[src/rtl/calc_pkg.sv]
// calc_pkg: definitions shared by the calculator datapath blocks.
//   CALC_WIDTH  - default operand/result width (shared with `addition`)
//   sub_state_t - control states of the bit-serial subtractor
package calc_pkg;

  localparam int CALC_WIDTH = 6;

  typedef enum logic [1:0] {
    IDLE = 2'd0,
    SUB  = 2'd1,
    NEG  = 2'd2,
    DONE = 2'd3
  } sub_state_t;

endpackage

[src/rtl/full_subtractor.sv]
// full_subtractor: 1-bit borrow cell, purely combinational.
// Ports:
//   a    in  1  minuend bit
//   b    in  1  subtrahend bit
//   bin  in  1  borrow in
//   d    out 1  difference bit
//   bout out 1  borrow out
module full_subtractor (
  input  logic a,
  input  logic b,
  input  logic bin,
  output logic d,
  output logic bout
);

  assign d    = a ^ b ^ bin;
  // Borrow when a=0,b=1, or when a==b and a borrow is already pending.
  assign bout = (~a & b) | (~(a ^ b) & bin);

endmodule

[src/rtl/serial_subtraction.sv]
// serial_subtraction: bit-serial unsigned subtractor, a - b, one bit per clock
// through a single full_subtractor cell. The result is returned in
// sign-magnitude form.
// Ports:
//   clk      in  1  clock, rising edge
//   rst_n    in  1  asynchronous active-low reset
//   start    in  1  begin request, sampled only in IDLE
//   a        in  n  minuend, captured on accepted start
//   b        in  n  subtrahend, captured on accepted start
//   busy     out 1  high in SUB, NEG and DONE
//   done     out 1  one-cycle pulse in DONE
//   result   out n  |a - b|, registered
//   negative out 1  a < b, registered
module serial_subtraction
  import calc_pkg::*;
#(
  parameter int n = CALC_WIDTH
) (
  input  logic         clk,
  input  logic         rst_n,
  input  logic         start,
  input  logic [n-1:0] a,
  input  logic [n-1:0] b,
  output logic         busy,
  output logic         done,
  output logic [n-1:0] result,
  output logic         negative
);

  localparam int CW = $clog2(n + 1);
  localparam logic [CW-1:0] LAST = CW'(n - 1);

  sub_state_t state_reg, state_next;

  logic [n-1:0]  a_reg, b_reg, diff_reg;
  logic          bw_reg, seen_reg;
  logic [CW-1:0] cnt_reg;
  logic [n-1:0]  result_reg;
  logic          negative_reg;

  logic          d_bit, bout_bit, neg_bit, in_bit, last_bit;
  logic [n:0]    shift_tmp;
  logic [n-1:0]  diff_shift;

  full_subtractor u_fs (
    .a   (a_reg[0]),
    .b   (b_reg[0]),
    .bin (bw_reg),
    .d   (d_bit),
    .bout(bout_bit)
  );

  // Counter is shared by SUB and NEG; both phases last exactly n cycles.
  assign last_bit = (cnt_reg == LAST);

  // Serial two's complement: copy bits up to and including the first 1,
  // invert every bit after it.
  assign neg_bit = diff_reg[0] ^ seen_reg;

  // The difference register is filled MSB-first during SUB and rotated
  // during NEG; either way the new bit enters at the top. Built through an
  // n+1 wide temporary so the slice stays legal for n = 1.
  assign in_bit     = (state_reg == NEG) ? neg_bit : d_bit;
  assign shift_tmp  = {in_bit, diff_reg};
  assign diff_shift = shift_tmp[n:1];

  // State register
  always_ff @(posedge clk or negedge rst_n) begin
    if (!rst_n) state_reg <= IDLE;
    else        state_reg <= state_next;
  end

  // Next-state logic
  always_comb begin
    state_next = state_reg;
    case (state_reg)
      IDLE: if (start) state_next = SUB;
      SUB:  if (last_bit) state_next = bout_bit ? NEG : DONE;
      NEG:  if (last_bit) state_next = DONE;
      DONE: state_next = IDLE;
      default: state_next = IDLE;
    endcase
  end

  // Outputs depend only on registers.
  always_comb begin
    busy     = (state_reg != IDLE);
    done     = (state_reg == DONE);
    result   = result_reg;
    negative = negative_reg;
  end

  // Datapath
  always_ff @(posedge clk or negedge rst_n) begin
    if (!rst_n) begin
      a_reg        <= '0;
      b_reg        <= '0;
      diff_reg     <= '0;
      bw_reg       <= 1'b0;
      seen_reg     <= 1'b0;
      cnt_reg      <= '0;
      result_reg   <= '0;
      negative_reg <= 1'b0;
    end else begin
      case (state_reg)
        IDLE: begin
          if (start) begin
            a_reg    <= a;
            b_reg    <= b;
            diff_reg <= '0;
            bw_reg   <= 1'b0;
            cnt_reg  <= '0;
          end
        end
        SUB: begin
          a_reg    <= a_reg >> 1;
          b_reg    <= b_reg >> 1;
          bw_reg   <= bout_bit;
          diff_reg <= diff_shift;
          seen_reg <= 1'b0;
          cnt_reg  <= last_bit ? '0 : cnt_reg + CW'(1);
          // No final borrow: the raw difference is already the magnitude.
          if (last_bit && !bout_bit) begin
            result_reg   <= diff_shift;
            negative_reg <= 1'b0;
          end
        end
        NEG: begin
          diff_reg <= diff_shift;
          seen_reg <= seen_reg | diff_reg[0];
          cnt_reg  <= cnt_reg + CW'(1);
          if (last_bit) begin
            result_reg   <= diff_shift;
            negative_reg <= 1'b1;
          end
        end
        default: ;
      endcase
    end
  end

endmodule

[config.mk]
export PLATFORM = sky130hd
export DESIGN_NAME = serial_subtraction
export DESIGN_NICKNAME = d
export VERILOG_FILES = /design/src/rtl/calc_pkg.sv /design/src/rtl/full_subtractor.sv /design/src/rtl/serial_subtraction.sv
export SDC_FILE = /design/constraint.sdc
export NUM_CORES = 1
export LEC_CHECK = 0
export ABC_AREA = 1
export BUFFER_PORTS_ARGS = -buffer_cell sky130_fd_sc_hd__buf_4
export CAP_MARGIN = 20
export CORE_UTILIZATION = 58
export CTS_BUF_LIST = sky130_fd_sc_hd__clkbuf_2
export DETAILED_ROUTE_END_ITERATION = 7
export PLACE_DENSITY = 0.85
export SYNTH_ARGS = -nofsm -noshare
export SYNTH_HDL_FRONTEND = slang
export SYNTH_SLANG_ARGS = --single-unit
export TNS_END_PERCENT = 20
[constraint.sdc]
create_clock -name clk -period 1.75 [get_ports clk]
set_input_delay 0.175 -clock clk [delete_from_list [all_inputs] [get_ports clk]]
set_output_delay 0.175 -clock clk [all_outputs]
set_load 0.01 [all_outputs]
== After elaboration in Yosys (flattened, before gate mapping) ==
Index checks and enable logic that the tools add are counted.
Word-level totals
  bits in registers: 32
  latch bits: 0
  memory bits (writable): 0
  bits in read-only memories: 0
  input bits: 15
  output and inout port bits: 9
  logic and storage cells: 65
  memories kept: 0
Cells by class
  $add $sub $neg: 1
  multiply operators: 0
  div/mod/pow operators: 0
  order comparisons: 0
  equal/unequal tests: 8
  shifts and indexed selects: 0
  multiplexer cells: 24
  bitwise operators: 9
  reduce and logical (&&, ||, !) cells: 14
Operators by type and width (count)
  one-hot mux 6 bit (2 select lines): 4
  two-way mux 6 bit: 5
  one-hot mux 3 bit (3 select lines): 1
  inequality test 2 bit, second input constant: 4
  one-hot mux 2 bit (4 select lines): 1
  nonzero test 2 bit: 4
  two-way mux 2 bit: 3
  two-way mux 3 bit: 2
  one-hot mux 1 bit (2 select lines): 3
  AND reduction 2 bit: 3
  AND reduction 3 bit: 2
  two-way mux 1 bit: 5
  == test 2 bit, second input constant: 2
  adder 3 x 1 -> 3 bit, second input constant: 1
  == test 3 bit, second input constant: 1
  nonzero test 3 bit: 1
  bitwise XOR 1 bit: 3
  bitwise AND 1 bit: 2
  == test 2 x 1 -> 1 bit, second input constant: 1
  logical NOT 2 bit: 1
  NOT 1 bit: 2
  OR 1 bit: 2
  OR reduction 2 bit: 1
  logical AND 1 bit: 1
  logical NOT 1 bit: 1

== Longest topological paths before layout ==
  depth after elaboration: 8
  depth in mapped cells: 9
  mapped depth without buffers: 9

== Cells and area by module ==
Synthesis repeated with hierarchy kept, for this count alone.
Second synthesis, totals
  cells, all modules: 182
  area, all modules: 1626.6 um2
Modules (own cells, without submodules)
  serial_subtraction: instances 1, cells each 178, area each 1595.3 um2, seq. area each 800.8 um2
  full_subtractor: instances 1, cells each 4, area each 31.3 um2, seq. area each 0.0 um2

== Worst setup path before layout ==
Ideal clock, no wire load.
  path type: reg2reg
  from: reg bw_reg
  to: reg result_reg[5], in the netlist result[5]
  arrival time: 1252 ps
  path slack: 370 ps
  stages on the path, launching flop included: 6
  period minus slack after synthesis: 1380 ps
  cells stage by stage: dfrtp_1 -> inv_1 -> fa_1 -> or2_2 -> o21ai_0 -> o21ai_0
On the way
  longest elaborated chain between the ends: 6
Ends and longest elaborated chain
  start: declaration: RTL line serial_subtraction.sv:36  | logic bw_reg, seen_reg;
  start signal: assignment: RTL line serial_subtraction.sv:118  | bw_reg <= bout_bit;
  bitwise AND 1 bit: RTL line full_subtractor.sv:18  | assign bout = (~a & b) | (~(a ^ b) & bin);
  OR 1 bit: RTL line full_subtractor.sv:18
  logical NOT 1 bit: RTL line serial_subtraction.sv:123  | if (last_bit && !bout_bit) begin
  logical AND 1 bit: RTL line serial_subtraction.sv:123
  inequality test 2 bit (no line)
  AND reduction 3 bit (no line)
  end signal: assignment: RTL line serial_subtraction.sv:124  | result_reg <= diff_shift;
  end signal: assignment: RTL line serial_subtraction.sv:133  | result_reg <= diff_shift;
  end: declaration: RTL line serial_subtraction.sv:38  | logic [n-1:0] result_reg;
Several ways; a longest one is shown, not always the timed one. The select of a mux whose other input is x is not followed.
A chain may end at the register's enable or synchronous reset.

== Final worst setup path ==
  from: reg state_reg[0]
  to: out busy
On the way
  longest elaborated chain between the ends: 1
Ends and longest elaborated chain
  start: declaration: RTL line serial_subtraction.sv:33  | sub_state_t state_reg, state_next;
  start signal: assignment: RTL line serial_subtraction.sv:70  | else state_reg <= state_next;
  nonzero test 2 bit: RTL line serial_subtraction.sv:87  | busy = (state_reg != IDLE);
  end: declaration: RTL line serial_subtraction.sv:24  | output logic busy,
No other way between the ends.

==> summary.md <==
| Metric | Value |
|---|---|
| RSZ-0062 raised after global routing | `true` |
| Cell area after synthesis | `1540 um^2` |
| Worst min path class | `input pin to flip-flop` |
| Most used DFF post-synth | `dfrtp_1` |
| Post-DP Area | `between 1500 and 2000 um^2` |
| Worst EP required | `between 1.5 and 2 ns` |
| Vias post-DR | `1292` |
| Number of I/O port buffers | `23` |
| Post-route cell area | `roughly 1800 um^2` |
| Fillers | `180` |
| Total congestion overflow | `0` |
| Max IR drop VDD | `0.00130 V` |
| Pwr Total | `between 3000 and 4000 uW` |
| P&R area growth vs syn | `17.2%` |
| Max cap viols | `0` |
| Vias in the first global route | `1183` |
| R2r setup slk | `0.05 ns` |
| Row count | `18` |
| HPWL Detailed | `~2.2 mm` |
| GPL Wtd Cong | `0.835` |
| Yosys top cell by area | `dfrtp_1` |
| Seq/Total Area, Yosys | `0.519` |
| Post-CTS setup buffers | `0` |
| Worst-Skew Late Latency | `0.37 ns` |
| Seq cells post-synth | `32` |
| N_diodes | `0` |
| Post-synth top cells | `nand2_1, dfrtp_1, inv_1` |
| Clock Skews | `0.0187 ns` |
| CP Max Fanout | `5` |
| Initial Util | `0.617` |
| Die Area | `2870 um^2` |
| Complex-gate fraction of the synthesized area | `0.153` |
| WHS Endpoint | `b_reg[5]` |
| Outcome | `completed` |
| Routed wire per std cell | `~14 um` |
| Final wirelength | `approximately 3.2 mm` |
| Pleak | `0.000925 uW` |
| Adder and majority gate portion of the synthesized area | `0.0698` |
| Clk sinks | `32` |
| IO Count | `24` |
| Syn Nets | `slightly below 200` |
| Pin count of the biggest net entering global routing | `33` |
| CP arrival | `1.55 ns` |
| Crit path launch type | `flip-flop` |
| Worst hold path cell count | `3` |
| CTS tree | `yes` |
| Post-synthesis mux area share | `0` |
| CTS Buf Count | `5` |
| Initial antenna violation count | `0` |
| CTS clk-pin slew, worst paths | `0.17 ns` |
| Syn Area/Cell | `8.76 um^2` |
| Power per cell area | `approximately 1800 nW/um^2` |
| Post-synthesis cell type count | `22` |
| Reg2reg path depth | `7` |
| Hold Fails Final Rpt | `0` |
| Ys Warns | `0` |
| DRT antenna net count | `0` |
| Crit. Startpoint | `state_reg[0]` |
| DRC errors left | `0` |
| Global Route Usage Sum | `0.259` |
| Post-Synthesis Cells | `176` |
| Post-synth EDFFs | `0` |
| Clk buf depth | `2` |
| Worst Max-Slew Pin Slew | `0.455 ns` |
| Final Max Tran Viols | `0` |
| NumNets Final | `228` |
| Most frequent cell after synthesis | `nand2_1` |
| Pre-antenna DRT Iters | `4` |
| Core Footprint | `2500 um^2` |
| WS Path Type | `flip-flop to primary output` |
| Final setup viols | `0` |
| Simple-Gate Fraction of Synth Area | `0.174` |
| Die Width | `about 54 um` |
| RR Startpoint | `state_reg[1]` |
| Largest family of logic cells by synthesized area | `simple AND/OR/NAND/NOR gates` |
| Via-per-instance ratio | `5.47` |
| Initial detailed-routing violation count | `41` |
| Synth async-reset ratio | `1.00` |
| Max Fclk | `581 MHz` |
| CTS H-tree depth | `2` |
| First-pass GRT wire length | `approximately 5 mm` |
| XOR/XNOR Fraction of Synth Area | `0` |
| R2R Path End | `state_reg[1]` |
| Die height | `53.6 um` |
| Tmin final | `~1.7 ns` |
| CP endpoint kind | `primary output` |
| Worst relative slew slack | `0.697` |
| Hold wc startpoint | `b[5]` |
| Synth top area share | `0.519` |
| Period utilization | `0.983` |
| Share of layout cells above drive strength 1 | `0.194` |
| Root Driver | `clkbuf_2` |
| Main area contributors after synthesis | `dfrtp_1, nand2_1, inv_1, ha_1, o21ai_0` |
| Hold Slack | `0.0363 ns` |
cell usage in the layout, fill, tap and decap left out:
| master | Yosys | layout |
|---|---|---|
| nand3b_4 | 0 | 1 |
| ha_2 | 0 | 1 |
| dlygate4sd3_1 | 0 | 1 |
| clkbuf_2 | 0 | 5 |
| inv_1 | 24 | 23 |
| o21ai_0 | 15 | 15 |
| buf_4 | 2 | 25 |
| o22ai_1 | 7 | 7 |
| nand2_2 | 1 | 1 |
| clkinv_1 | 0 | 1 |
| o21ai_2 | 1 | 1 |
| o211ai_1 | 2 | 2 |
| o21ai_1 | 6 | 6 |
| clkinv_2 | 0 | 2 |
| o21a_1 | 6 | 6 |
| a21oi_1 | 2 | 2 |
| inv_2 | 1 | 2 |
| dfrtp_1 | 32 | 32 |
| o21ai_4 | 0 | 1 |
| or2_2 | 1 | 1 |
| ha_1 | 7 | 6 |
| fa_1 | 1 | 1 |
| nor2_1 | 14 | 14 |
| nand3_1 | 6 | 6 |
| o21bai_1 | 1 | 1 |
| nand2_1 | 43 | 43 |
what timing repair did:
item	CTS	global route
endpoints found under the hold margin	32	0
hold buffers	1	0
gates resized for setup	1	3
pin swaps	0	1
endpoints found under the setup margin	12	24
gates cloned	0	1
worst max-delay path, stage by stage, from the launching register on:
cell     delay [ns]
dfrtp_1        0.46
inv_1          0.15
ha_2           0.29
inv_1          0.11
buf_4          0.15
logic make-up after synthesis:
logic type / after synthesis
AO/OA/AOI/OAI: 40
adder cells (fa/ha/maj): 8
buffers and inverters: 30
flip-flops: 32
AND/OR/NAND/NOR: 66
power by group:
part | internal [uW] | leakage (uW) | switching [uW] | total [uW]
clock | 89.4 | 0.0000302 | 248 | 338
sequential | 1020 | 0.000409 | 153 | 1180
combinational | 627 | 0.000486 | 1060 | 1680
total | 1740 | 0.000925 | 1460 | 3200
how the worst max path moves through the flow:
stage,endpoint,slack (ns),cells after the start
CTS,busy,0.0003,4
detailed placement,a_reg[5],-0.18,6
global placement,bw_reg,0.003,6
global route,busy,-0.04,4
floorplan,result[5],0.37,5
finish,busy,0.03,4
per-stage QoR:
stage                util  TNS (ns)  instances  setup WS (ns)
global route        0.723    -0.100        236        -0.0394
floorplan               -         0        176          0.370
global placement    0.692         0        226        0.00292
finish              0.723         0        236         0.0297
CTS                 0.715         0        235       0.000258
detailed placement  0.692     -1.24        226         -0.183
area by class of cell:
cell class	count	area, um^2	share of cell area
timing repair buffer	26	198	0.109
clock buffer	5	25.0	0.0139
sequential	32	801	0.443
multi-input combinational	115	638	0.353
clock inverter	3	13.8	0.00762
inverter	25	93.8	0.0519
tap	30	37.5	0.0208
layer usage:
| metal | GRT usage | vias up | wire (um) |
|---|---|---|---|
| met2 | 0.433 | 35 | 1630 |
| met5 | 0 | - | 0 |
| met1 | 0.309 | 627 | 1390 |
| met3 | 0.0904 | 6 | 163 |
| li1 | - | 624 | - |
| met4 | 0.0877 | 0 | 35 |
Power figures use the tool's default switching activity.
